File: config.mk
export PLATFORM = sky130hd
export DESIGN_NAME = qlearn_action_selector
export DESIGN_NICKNAME = d
export VERILOG_FILES = /design/src/rtl/qlearn_action_selector.sv
export SDC_FILE = /design/constraint.sdc
export NUM_CORES = 1
export LEC_CHECK = 0
export ABC_CLOCK_PERIOD_IN_PS = 5700
export BUFFER_PORTS_ARGS = -buffer_cell sky130_fd_sc_hd__buf_2
export CORE_MARGIN = 5
export CORE_UTILIZATION = 50
export CTS_CLUSTER_DIAMETER = 40
export DETAILED_ROUTE_END_ITERATION = 8
export MAX_ROUTING_LAYER = met4
export PLACE_DENSITY = 0.78
export SYNTH_ARGS = -nofsm -noshare
export SYNTH_HDL_FRONTEND = slang
export SYNTH_SLANG_ARGS = --single-unit
File: constraint.sdc
create_clock -name clk -period 5.7 [get_ports clk]
set_input_delay 0.285 -clock clk [delete_from_list [all_inputs] [get_ports clk]]
set_output_delay 0.285 -clock clk [all_outputs]
set_load 0.02 [all_outputs]
File: src/rtl/qlearn_action_selector.sv
`default_nettype none
// ============================================================================
// Module     : qlearn_action_selector
// Description: Epsilon-greedy action selector. Reads all Q-values of a state,
//              finds the signed argmax, then emits the greedy or an
//              LFSR-chosen random action. Optional: QSEL_EPS_DECAY_EN.
// Revision   : 1.0 - initial release
// ============================================================================
module qlearn_action_selector #(
    parameter int          DATA_WIDTH    = 16,
    parameter int          STATES_WIDTH  = 4,
    parameter int          ACTIONS       = 3,
    parameter int          ACTIONS_WIDTH = 2,
    parameter logic [15:0] LFSR_SEED     = 16'hACE1,
    parameter logic [7:0]  EPS_MIN       = 8'd4
) (
    input  logic                                  clk,
    input  logic                                  rst,
    input  logic                                  i_start,
    input  logic                                  i_finish,
    input  logic                                  i_valid,
    input  logic [STATES_WIDTH-1:0]               i_st,
    input  logic [7:0]                            i_epsilon,
    output logic                                  o_ready,
    output logic [STATES_WIDTH+ACTIONS_WIDTH-1:0] o_q_raddr,
    output logic                                  o_q_rd,
    input  logic [DATA_WIDTH-1:0]                 i_q_rdata,
    output logic                                  o_valid,
    output logic [ACTIONS_WIDTH-1:0]              o_at,
    output logic                                  o_greedy,
    output logic [DATA_WIDTH-1:0]                 o_max_q
);

    typedef enum logic [2:0] {
        S_IDLE   = 3'd0,
        S_READ   = 3'd1,
        S_DRAIN  = 3'd2,
        S_DECIDE = 3'd3,
        S_OUT    = 3'd4
    } state_t;

    localparam logic [ACTIONS_WIDTH-1:0] c_last_a  = ACTIONS_WIDTH'(ACTIONS - 1);
    localparam logic [ACTIONS_WIDTH:0]   c_actions = (ACTIONS_WIDTH + 1)'(ACTIONS);

    state_t                         state_q, state_d;
    logic [STATES_WIDTH-1:0]        st_q, st_d;
    logic [ACTIONS_WIDTH-1:0]       a_cnt_q, a_cnt_d;
    logic                           rd_pend_q, rd_pend_d;
    logic [ACTIONS_WIDTH-1:0]       rd_idx_q, rd_idx_d;
    logic signed [DATA_WIDTH-1:0]   best_val_q, best_val_d;
    logic [ACTIONS_WIDTH-1:0]       best_a_q, best_a_d;
    logic [15:0]                    lfsr_q, lfsr_d;
    logic [ACTIONS_WIDTH-1:0]       at_q, at_d;
    logic                           greedy_q, greedy_d;
    logic [DATA_WIDTH-1:0]          maxq_q, maxq_d;
    logic [7:0]                     w_eps_eff;
    logic                           w_explore;
    logic [ACTIONS_WIDTH-1:0]       w_rnd_raw, w_rnd_a;

`ifdef QSEL_EPS_DECAY_EN
    logic [7:0] eps_q, eps_d;

    // A fresh load always beats the per-decision decrement.
    always_comb begin
        eps_d = eps_q;
        if (i_start) begin
            eps_d = i_epsilon;
        end else if ((state_q == S_OUT) && (eps_q > EPS_MIN)) begin
            eps_d = eps_q - 8'd1;
        end
    end

    always_ff @(posedge clk) begin
        if (rst) begin
            eps_q <= 8'd0;
        end else begin
            eps_q <= eps_d;
        end
    end

    assign w_eps_eff = eps_q;
`else
    logic unused_cfg;
    assign unused_cfg = ^{i_start, EPS_MIN};
    assign w_eps_eff  = i_epsilon;
`endif

    assign w_explore = (lfsr_q[7:0] < w_eps_eff);
    assign w_rnd_raw = lfsr_q[8+ACTIONS_WIDTH-1:8];
    assign w_rnd_a   = ({1'b0, w_rnd_raw} >= c_actions) ? (w_rnd_raw - c_actions[ACTIONS_WIDTH-1:0])
                                                        : w_rnd_raw;

    always_comb begin
        state_d    = state_q;
        st_d       = st_q;
        a_cnt_d    = a_cnt_q;
        rd_pend_d  = 1'b0;
        rd_idx_d   = a_cnt_q;
        best_val_d = best_val_q;
        best_a_d   = best_a_q;
        at_d       = at_q;
        greedy_d   = greedy_q;
        maxq_d     = maxq_q;
        lfsr_d     = {lfsr_q[14:0], lfsr_q[15] ^ lfsr_q[13] ^ lfsr_q[12] ^ lfsr_q[10]};

        // Data arrives one cycle after its strobe; strict '>' keeps the lowest index on ties.
        if (rd_pend_q && ((rd_idx_q == '0) || ($signed(i_q_rdata) > best_val_q))) begin
            best_val_d = $signed(i_q_rdata);
            best_a_d   = rd_idx_q;
        end

        case (state_q)
            S_IDLE: begin
                if (i_valid) begin
                    st_d    = i_st;
                    a_cnt_d = '0;
                    state_d = S_READ;
                end
            end
            S_READ: begin
                rd_pend_d = 1'b1;
                a_cnt_d   = a_cnt_q + 1'b1;
                if (a_cnt_q == c_last_a) begin
                    state_d = S_DRAIN;
                end
            end
            S_DRAIN:  state_d = S_DECIDE;
            S_DECIDE: begin
                at_d     = w_explore ? w_rnd_a : best_a_q;
                greedy_d = ~w_explore;
                maxq_d   = best_val_q;
                state_d  = S_OUT;
            end
            S_OUT:    state_d = S_IDLE;
            default:  state_d = S_IDLE;
        endcase

        if (i_finish) begin
            state_d   = S_IDLE;
            rd_pend_d = 1'b0;
            at_d      = at_q;
            greedy_d  = greedy_q;
            maxq_d    = maxq_q;
        end
    end

    always_ff @(posedge clk) begin
        if (rst) begin
            state_q    <= S_IDLE;
            st_q       <= '0;
            a_cnt_q    <= '0;
            rd_pend_q  <= 1'b0;
            rd_idx_q   <= '0;
            best_val_q <= '0;
            best_a_q   <= '0;
            lfsr_q     <= LFSR_SEED;
            at_q       <= '0;
            greedy_q   <= 1'b0;
            maxq_q     <= '0;
        end else begin
            state_q    <= state_d;
            st_q       <= st_d;
            a_cnt_q    <= a_cnt_d;
            rd_pend_q  <= rd_pend_d;
            rd_idx_q   <= rd_idx_d;
            best_val_q <= best_val_d;
            best_a_q   <= best_a_d;
            lfsr_q     <= lfsr_d;
            at_q       <= at_d;
            greedy_q   <= greedy_d;
            maxq_q     <= maxq_d;
        end
    end

    assign o_ready   = (state_q == S_IDLE);
    assign o_q_rd    = (state_q == S_READ);
    assign o_q_raddr = (state_q == S_READ) ? {st_q, a_cnt_q} : '0;
    assign o_valid   = (state_q == S_OUT);
    assign o_at      = at_q;
    assign o_greedy  = greedy_q;
    assign o_max_q   = maxq_q;

endmodule
`default_nettype wire

==> metrics.txt <==
CORE AREA=about 5900 um^2; Tot GR Track Use=~17%; post_cts resized=0; Unique masters post-synth=43; number of global-route vias before repair=roughly 2.4k; delay-heaviest family, CP=simple AND/OR/NAND/NOR gates; multiplexer share of the synthesized area=under 10%; Syn Area/Cell=8.92 um^2; first-pass GRT wire length=around 10000 um; post-synthesis compound-gate area fraction=8.95%; CTS tree=done; DRC Markers=0; # fillers=~550; initial core utilization=about half; clock skew=approximately 4.7 ps; die area=7730 um^2; layout cells sized above 1=between 10% and 20%; Crit-path slowest cell=and4_4; final worst path period share=about two fifths; Synth Register Bits=65; status=complete, no violations; XOR/XNOR Fraction of Synth Area=less than 1%; cell area after layout=between 3000 and 4000 um^2; CP Cell Sequence=inv_1 -> ha_1 -> a211oi_1 -> nor2_1 -> nor4b_1 -> or4_1 -> and4_4 -> mux2i_1; EDFF count, synth=0; Hold Buf Count CTS=0; CTS root buf=clkbuf_8; synth warn=0; total number of vias=2401; final hold viol count=0; Max Used Layer=met4; CP endpoint kind=flip-flop; Pwr Density=about 270 nW/um^2; max frequency=423 MHz; Synth Area in Adders=under 10%; worst-skew pair later-pin latency=about 330 ps; CP bufs+invs=1; Post-CTS Setup Inserts=0; Pre-antenna DRT Iters=4; largest net degree at the start of global routing=between 80 and 90; DRT met1 WL=2560 um; fin crit period=approximately 2400 ps; gpl congestion=0.781; multi-input logic area=1570 um^2; Worst Setup Start Kind=flip-flop; routed length per placed instance=approximately 12 um; die width=just under 90 um; LEAKAGE=0.00147 uW; diodes inserted=0; # port buffers=between 50 and 60; Rows=28; Clock Path Buffers=2; Via-to-Cell Ratio=approximately 5; Worst Path Class, Setup=reg -> reg; commonest non-fill, non-tap cell in the layout=dfxtp_1; Syn-to-layout area delta=17.7%; post-route antenna net violation count=0; dpl hpwl=about 4200 um; CP Data Arrival Time=around 2600 ps; post-route insts no fill=roughly 470; fraction of registers with async set/reset=0%; total grt overflow=0; commonest non-fill, non-tap cells in the layout=dfxtp_1 (65), buf_2 (59), nand2_1 (44); Clock Sinks=65; Hold Path Class=in -> reg; main combinational cell family by area after synthesis=simple AND/OR/NAND/NOR gates; final setup violation count=0; initial antenna violation count=0; DP Cell Count=between 400 and 500; final WL=a little under 6000 um; initial DRC count=53; setup_tns=0 ps; Register Area=around 1300 um^2; Worst R2R Setup Slack=approximately 3300 ps; Synth Flop Type=dfxtp_1; wire length on met3=402 um; I/O pins=a little over 60; htree depth=3; synthesized area=roughly 3000 um^2; CP Max Fanout=18; nets=~450; Max-Cap Viols=0; register clock-pin slew on the reported worst setup and hold paths=~70 ps; Worst Max-Slew Pin Slew=between 1000 and 1500 ps; Post-DP Area=3360 um^2; Synth Instances=340; simple-gate share of the synthesized area=around a quarter; RSZ-0062 raised after global routing=no; fin. max-slew vios=0; met2 WL=between 2000 and 3000 um; register area share after synthesis=between 40% and 50%; syn nets=roughly 400; TritonCTS buffer count=9; Relative slew margins=approximately a fifth; worst-case vdd ir drop=0.209 mV; chip height=approximately 88 um; Crit path largest cell delay=roughly 460 ps; worst path required time=between 5000 and 6000 ps
-- layer usage --
metal	GRT usage, %	vias to the layer above
met2	29.3	55
met3	7.24	5
met4	4.18	0
met5	-	-
li1	-	1237
met1	18.5	1104
-- worst paths after layout --
path,from,endpoint,depth (start not counted)
setup / recovery,best_val_q[5],best_val_q[4],8
hold / removal,i_st[3],st_q[3],3
setup reg to reg,best_val_q[5],best_val_q[4],8
hold reg to reg,lfsr_q[14],lfsr_q[15],1
-- power by group --
| group | total [uW] | internal, uW | switching, uW |
|---|---|---|---|
| clock network | 414 | 244 | 171 |
| logic | 81.4 | 39.3 | 42.1 |
| registers | 474 | 467 | 6.77 |
-- kinds of logic (layout without fill, tap and decap cells) --
family | after synthesis | after routing
AO/OA/AOI/OAI | 45 | 45
XOR/XNOR | 3 | 3
adder cells (fa/ha/maj) | 24 | 24
buffers and inverters | 42 | 101
flip-flops | 65 | 65
multiplexers | 18 | 18
AND/OR/NAND/NOR | 143 | 143
-- per-stage QoR --
step	hold WS (ps)	utilization, %	setup WS [ps]	total power [uW]
after detailed placement	394	56.8	3320	566
after global routing	156	60.3	3150	1020
after global placement	390	56.8	3360	563
after floorplan	364	-	3560	540
after CTS	172	60.3	3320	985
final	195	60.3	3340	969
-- sequential cells by signal (all words and copies together), names as in the netlist --
name and count:
o_max_q 16, o_greedy 1, st_q 4, best_a_q 2
rd_pend_q 1, lfsr_q 16, rd_idx_q 2, a_cnt_q 2
o_at 2, state_q 3, best_val_q 16
-- cell usage after synthesis (2+ instances only) --
master | n | area (um^2)
dfxtp_1 | 65 | 1300
a21o_1 | 2 | 15.0
or2_1 | 7 | 43.8
a31oi_1 | 2 | 12.5
a311oi_1 | 2 | 17.5
nand2_1 | 44 | 165
inv_1 | 25 | 93.8
nand3_1 | 6 | 30.0
nand3b_1 | 3 | 22.5
nor3_1 | 4 | 20.0
nand2b_1 | 41 | 257
a211oi_1 | 2 | 15.0
nand4_1 | 3 | 18.8
mux2i_1 | 18 | 180
a21oi_1 | 25 | 125
and2_1 | 5 | 31.3
nor2_1 | 11 | 41.3
nor2b_1 | 11 | 68.8
ha_1 | 24 | 300
o21ai_0 | 3 | 15.0
clkbuf_1 | 13 | 48.8
xor2_1 | 2 | 17.5
o211ai_1 | 2 | 15.0
-- area by class of cell --
type,instances,share of cell area [%]
clock buffer,10,3.57
multi-input combinational,233,43.9
inverter,26,2.73
sequential,65,36.4
timing repair buffer,60,8.48
clock inverter,5,2.28
tap,75,2.63
-- worst reg2reg max path: stages (launching register included) --
cell and delay (ps):
dfxtp_1 360, inv_1 50, ha_1 290, a211oi_1 240
nor2_1 100, nor4b_1 380, or4_1 170, and4_4 460
mux2i_1 250
Power figures use the tool's default switching activity.
